===== src/rtl/cla_nibble_seq.sv =====
// cla_nibble_seq: computes a WIDTH-bit add on one shared external 4-bit
// carry-lookahead slice. The slice sees one nibble per cycle, LSB first, and
// the carry between nibbles is held in a register.
//
// Handshakes: a transfer happens on a rising clk edge where valid and ready
// are both high, ena is high and rst_n is high. Once valid is raised, the
// source holds its payload until that edge.
//
// Optional feature: define CLA_SEQ_SUB_EN to add the op_sub input (A-B) and
// the ovf output (signed overflow of the final nibble).
//
// dbg_state shows the FSM state (0 IDLE, 1 RUN, 2 DONE) so checkers can bind to it.
module cla_nibble_seq #(
    parameter int WIDTH = 16
) (
    input  logic             clk,
    input  logic             rst_n,
    input  logic             ena,
    input  logic             in_valid,
    output logic             in_ready,
    input  logic [WIDTH-1:0] a_in,
    input  logic [WIDTH-1:0] b_in,
    input  logic             cin_in,
`ifdef CLA_SEQ_SUB_EN
    input  logic             op_sub,
`endif
    output logic [3:0]       add_a,
    output logic [3:0]       add_b,
    output logic             add_cin,
    input  logic [3:0]       add_sum,
    input  logic             add_cout,
    output logic             out_valid,
    input  logic             out_ready,
    output logic [WIDTH-1:0] sum_out,
    output logic             cout_out,
`ifdef CLA_SEQ_SUB_EN
    output logic             ovf,
`endif
    output logic [1:0]       dbg_state
);

    localparam int NIB   = WIDTH / 4;
    localparam int IDX_W = (NIB > 1) ? $clog2(NIB) : 1;
    localparam logic [IDX_W-1:0] LAST_IDX = IDX_W'(NIB - 1);

    typedef enum logic [1:0] {
        S_IDLE = 2'd0,
        S_RUN  = 2'd1,
        S_DONE = 2'd2
    } state_t;

    state_t                state_q;
    state_t                state_d;
    logic [IDX_W-1:0]      idx_q;
    logic                  carry_q;
    logic [NIB-1:0][3:0]   a_q;
    logic [NIB-1:0][3:0]   b_q;
    logic [NIB-1:0][3:0]   sum_q;
    logic                  cout_q;
    logic                  ovf_q;
    logic                  carry_into_msb;

    // Next-state logic; ena gating lives in the register process.
    always_comb begin
        state_d = state_q;
        case (state_q)
            S_IDLE:  if (in_valid) state_d = S_RUN;
            S_RUN:   if (idx_q == LAST_IDX) state_d = S_DONE;
            S_DONE:  if (out_ready) state_d = S_IDLE;
            default: state_d = S_IDLE;
        endcase
    end

    // Outputs; the adder inputs are zero outside RUN.
    always_comb begin
        in_ready  = ena && (state_q == S_IDLE);
        out_valid = (state_q == S_DONE);
        add_a     = 4'd0;
        add_b     = 4'd0;
        add_cin   = 1'b0;
        if (state_q == S_RUN) begin
            add_a   = a_q[idx_q];
            add_b   = b_q[idx_q];
            add_cin = carry_q;
        end
    end

    // The sum bit is a^b^c, so the carry into the top bit of the slice can be
    // recovered from the slice's own inputs and its sum output.
    assign carry_into_msb = add_sum[3] ^ add_a[3] ^ add_b[3];

    // State, operand, carry and result registers; ena=0 freezes all of them.
    always_ff @(posedge clk) begin
        if (!rst_n) begin
            state_q <= S_IDLE;
            idx_q   <= '0;
            carry_q <= 1'b0;
            a_q     <= '0;
            b_q     <= '0;
            sum_q   <= '0;
            cout_q  <= 1'b0;
            ovf_q   <= 1'b0;
        end else if (ena) begin
            state_q <= state_d;
            case (state_q)
                S_IDLE: begin
                    if (in_valid) begin
                        a_q   <= a_in;
                        idx_q <= '0;
`ifdef CLA_SEQ_SUB_EN
                        b_q     <= op_sub ? ~b_in : b_in;
                        carry_q <= op_sub ? 1'b1 : cin_in;
`else
                        b_q     <= b_in;
                        carry_q <= cin_in;
`endif
                    end
                end
                S_RUN: begin
                    sum_q[idx_q] <= add_sum;
                    carry_q      <= add_cout;
                    if (idx_q == LAST_IDX) begin
                        cout_q <= add_cout;
                        ovf_q  <= carry_into_msb ^ add_cout;
                    end else begin
                        idx_q <= idx_q + 1'b1;
                    end
                end
                default: ;
            endcase
        end
    end

    assign sum_out   = sum_q;
    assign cout_out  = cout_q;
    assign dbg_state = state_q;
`ifdef CLA_SEQ_SUB_EN
    assign ovf = ovf_q;
`endif

endmodule


===== config.mk =====
export PLATFORM = sky130hd
export DESIGN_NAME = cla_nibble_seq
export DESIGN_NICKNAME = d
export VERILOG_FILES = /design/src/rtl/cla_nibble_seq.sv
export SDC_FILE = /design/constraint.sdc
export NUM_CORES = 1
export LEC_CHECK = 0
export BUFFER_PORTS_ARGS = -buffer_cell sky130_fd_sc_hd__buf_2
export CAP_MARGIN = 20
export CORE_ASPECT_RATIO = 1.2
export CORE_UTILIZATION = 46
export CTS_CLUSTER_SIZE = 40
export DETAILED_ROUTE_END_ITERATION = 10
export HOLD_SLACK_MARGIN = 0.06
export PLACE_DENSITY = 0.76
export RECOVER_POWER = 50
export SYNTH_ARGS = -nofsm -noshare
export SYNTH_HDL_FRONTEND = slang
export SYNTH_SLANG_ARGS = --single-unit

===== constraint.sdc =====
create_clock -name clk -period 1.3 [get_ports clk]
set_input_delay 0 -clock clk [delete_from_list [all_inputs] [get_ports clk]]
set_output_delay 0 -clock clk [all_outputs]
set_load 0.05 [all_outputs]

# Yosys cells after proc, flatten, opt, wreduce, memory -nomap -nowiden
# Cells that the tools add are included.
# totals
reg_bits	54
word_cells	55
output_inout_bits	30
# classes
muxes	19
eq_ne	7
order_cmp	2
add_sub_neg	1
n_reduce_logical	10
# ops
op	count
4-bit 2-to-1 mux	5
4-bit binary-select mux with 2-bit select	2
16-bit bitwise mux	1
2-bit 2-to-1 mux	5
3-bit AND reduction	3
4-bit demux with 2-bit select	1
4-bit AND reduction	2
2-bit inequality test (second input constant)	3
2-bit one-hot mux with 3 select lines	1
2-bit == test (second input constant)	2
2-bit one-hot mux with 2 select lines	1
2-bit by 3-bit < comparator with 1-bit output (second input constant)	1
2-bit by 1-bit adder with 2-bit output (second input constant)	1
2-bit by 1-bit == test with 1-bit output (second input constant)	1
2-bit by 1-bit >= comparator with 1-bit output (second input constant)	1
1-bit logical AND	2
2-bit logical NOT	1
1-bit 2-to-1 mux	2
2-bit by 1-bit inequality test with 1-bit output (second input constant)	1
1-bit one-hot mux with 2 select lines	1
2-bit AND reduction	1
2-bit nonzero test	1

# Longest topological paths before layout
# depth
word_depth	5
depth_mapped	6
ltp_nobuf	5

# Least setup slack after synthesis
# OpenSTA, ideal clock, no wires.
# synth_timing
path_type	reg-to-reg
startpoint	register state_q[1] (netlist: dbg_state[1])
endpoint	register carry_q
synth_period_minus_slack_ns	1.624
arrival_time_ns	1.503
stages_incl_launch_ff	5
setup_slack_ns	-0.324
n_path_buf	1
t_required_ns	1.178
cell_sequence	dfxtp_1 -> buf_6 -> nand2b_4 -> mux2_4 -> o311a_1
# synth_between
elab_chain_len	3
word_cells_on_any_way	6
classes_between	eq/ne: 2; mux: 1; reduce/logical: 3
# synth_lines
element	line_no	source
start, declared	52	state_t state_q;
start signal, assigned	104	state_q <= state_d;
2-bit by 1-bit == test with 1-bit output / 2-bit logical NOT (equally long branches)	105	case (state_q)
2-bit nonzero test (no line) / 2-bit inequality test (equally long branches)	--	
3-bit AND reduction (no line)	--	
end signal, assigned	115	carry_q <= cin_in;
end signal, assigned	121	carry_q <= add_cout;
end, declared	55	logic carry_q;
# Parallel ways exist; a longest one is shown, timed or not.
# A chain may end at the register's enable or synchronous reset.

# Worst setup path after layout
# layout_timing
startpoint	register idx_q[0]
endpoint	output port add_b[1]
# layout_between
elab_chain_len	3
# layout_lines
element	line_no	source
start, declared	54	logic [IDX_W-1:0] idx_q;
start signal, assigned	126	idx_q <= idx_q + 1'b1;
4-bit binary-select mux with 2-bit select	83	add_b = b_q[idx_q];
4-bit 2-to-1 mux (not written as such)	83	
4-bit 2-to-1 mux	81	if (state_q == S_RUN) begin
end, declared	28	output logic [3:0] add_b,
# Every way passes these cells. The select of a mux whose other input is x is not followed.

==> results.json <==
{
  "max_slew_margin_pct": 59.30,
  "multi_input_area_um2": 1176,
  "path_buf_inv": 2,
  "cts_buffers": 5,
  "clock_tree.buffer_depth": 2,
  "synth_cell_types": 30,
  "synth_cells": 267,
  "final_max_slew_viol_count": 0,
  "syn_area_um2": 2392,
  "die_area_um2": 5494,
  "dp_slack_ps": -85.59,
  "final_common_cell": "dfxtp_1",
  "max_cap_violations": 0,
  "p_sw_share_pct": 23.45,
  "io_buffers": 72,
  "grt_max_degree": 41,
  "synth.avg_cell_area_um2": 8.960,
  "ir_drop_v": 0.0009925,
  "setup_viol": 17,
  "arrival_ps": 1610,
  "hpwl_um": 3676,
  "crit_family": "multiplexers",
  "wl_per_cell_um": 14.64,
  "violations": "setup timing",
  "io_pins": 73,
  "rows": 28,
  "htree_levels": 2,
  "fmax_mhz": 622.1,
  "path_max_fanout": 6,
  "hold_class": "input port to flip-flop",
  "power_density_nw_per_um2": 988.4,
  "instances_no_fill": 450,
  "antenna_found_initial": 0,
  "synth-seq-cells": 54,
  "hold_violations": 0,
  "vias_per_cell": 5.316,
  "start_kind": "flip-flop",
  "drive_gt1_share_pct": 32.05,
  "start_util_pct": 48.09,
  "async_reset_ff_share_pct": 0,
  "fin_crit_sh_pct": 123.6,
  "netSwitchingPower_w": 0.0008414,
  "timing.final.ws_setup_ps": -307.4,
  "drt-total-wl_um": 6590,
  "vias": 2392,
  "seq_power_share_pct": 48.6,
  "pwr-share-clk_pct": 35.6,
  "place_congestion": 0.8162,
  "syn2layout_area_growth_pct": 51.73,
  "fin_crit_ps": 1607,
  "clock-sinks": 54,
  "cp-end-kind": "output pin",
  "internal_power_w": 0.002746,
  "p_leak_nw": 1.442,
  "antenna_left": 0,
  "synth_warnings": 0,
  "diodes": 0,
  "fin_skew_ps": 6.411,
  "crit_required_ps": 1300,
  "first_pass_iters": 4,
  "grt_first_pass_wirelength_um": 9804,
  "status": "finished, violations left",
  "final-seq-area_um2": 1091,
  "dp.cells": 393,
  "rsz0062_at_grt": "yes",
  "synth_seq_area_share_pct": 45.19,
  "drt_iter0_markers": 148,
  "grt_overflow_total": 0,
  "track_usage_pct": 23.43,
  "finalPower_w": 0.003588,
  "timing.setup.tns_ps": -2660,
  "cp.depth": 4,
  "synthFlopType": "dfxtp_1",
  "cts_tree": "built",
  "ff2ff_path_depth": 7,
  "most-common-layout-cells": "dfxtp_1, nand3_1, buf_2",
  "synth-edff-count": 0,
  "die_w_um": 67.83,
  "slowest_delay_ps": 500,
  "final.fill_count": 360,
  "critPathKind": "flip-flop to output pin",
  "die_h_um": 81,
  "hold_depth": 3,
  "core_um2": 4975,
  "cts.clk_slew.worst_paths_ps": 90,
  "cp_slowest_cell": "mux4_2",
  "drc": 0,
  "pwr-share-comb_pct": 15.7,
  "clk_latency_ps": 300,
  "grt_pass1_vias": 2306,
  "tightestPinTransition_ps": 613.1,
  "finalNetCount": 436,
  "crit_chain": "buf_12 > mux4_2 > and2_4 > buf_6",
  "root_buffer": "clkbuf_8",
  "synth_fp_nets": 314
}
[kinds of logic (layout without fill, tap and decap cells)]
family,count (synthesis),after routing,synth area share (%)
and+or+nand+nor,114,114,23.85
AOI/OAI and AO/OA,57,57,12.24
DFF,54,54,45.19
buffers and inverters,28,151,8.054
muxes,10,10,8.577
adders and majority gates,4,4,2.092
[final timing paths]
path | startpoint | endpoint | slack (ps)
setup / recovery | idx_q[0]$_SDFFE_PN0P_ | add_b[1] | -310
hold / removal | in_valid | carry_q$_SDFFE_PN0P_ | 120
setup reg to reg | idx_q[0]$_SDFFE_PN0P_ | sum_out[14]$_SDFFE_PN0P_ | -80
hold reg to reg | a_q[9]$_SDFFE_PN0P_ | a_q[9]$_SDFFE_PN0P_ | 450
[power by group through the flow]
stage                     registers (W)  logic, W  clock network (W)
final                           0.00174  0.000565            0.00128
after global routing            0.00175  0.000612            0.00136
after CTS                       0.00175  0.000516            0.00128
after detailed placement        0.00179  0.000399                  0
after global placement          0.00178  0.000393                  0
after floorplan                 0.00180  0.000256                  0
[synth_stat cells, types with 2 or more instances]
master	number	area share (%)
dfxtp_1	54	45
nand3_1	50	10
nand2_1	39	6.1
o21ai_0	38	7.9
o21ai_1	14	2.9
buf_6	9	4.2
and2_1	8	2.1
mux4_2	8	7.5
clkbuf_1	7	1.1
nor2_1	5	0.78
ha_1	4	2.1
inv_1	4	0.63
nand4b_1	4	1.5
a21oi_1	3	0.63
buf_1	3	0.47
buf_2	2	0.42
buf_4	2	0.63
[flip-flops by register name (all words and copies together) (netlist names)]
| register | cells |
|---|---|
| carry_q | 1 |
| a_q | 16 |
| sum_out | 16 |
| cout_out | 1 |
| idx_q | 2 |
| dbg_state | 2 |
| b_q | 16 |
[layout make-up]
type	count	area share, %
well taps	60	2.068
repair buffers	139	31.20
multi-input cells	185	32.40
clock buffers	7	2.964
flip-flops and latches	54	30.06
inverters	4	0.4826
clock inverters	1	0.8273
[worst min-delay path, cell delays in order]
cell	delay, ps
buf_2	120
nor2_1	110
o311a_1	170
[routing by layer]
metal  track usage, %  part of all wire [%]
met1            28.40                    41
met4            7.500                   1.9
met5                0                     0
met3            4.494                   5.2
met2            40.99                    52
[metrics by stage]
step / hold slack, ps / utilization, % / area [µm²]
2_1_floorplan: 130.4 / - / 2419
3_3_place_gp: 215.0 / 57.47 / 2859
3_5_place_dp: 220.3 / 57.47 / 2859
4_1_cts: 107.0 / 71.71 / 3567
5_1_grt: 172.1 / 72.96 / 3630
6_report: 123.3 / 72.96 / 3630
[repair_timing]
action | 4_1_cts | 5_1_grt
hold buffers | 41 | 0
buffers inserted | 3 | 5
hold endpoints to repair | 53 | 0
gates resized for setup | 44 | 13
endpoints found under the setup margin | 20 | 35
pin swaps | 2 | 3
cloned | 1 | 2
No activity file was read; power rests on OpenSTA's default activity.
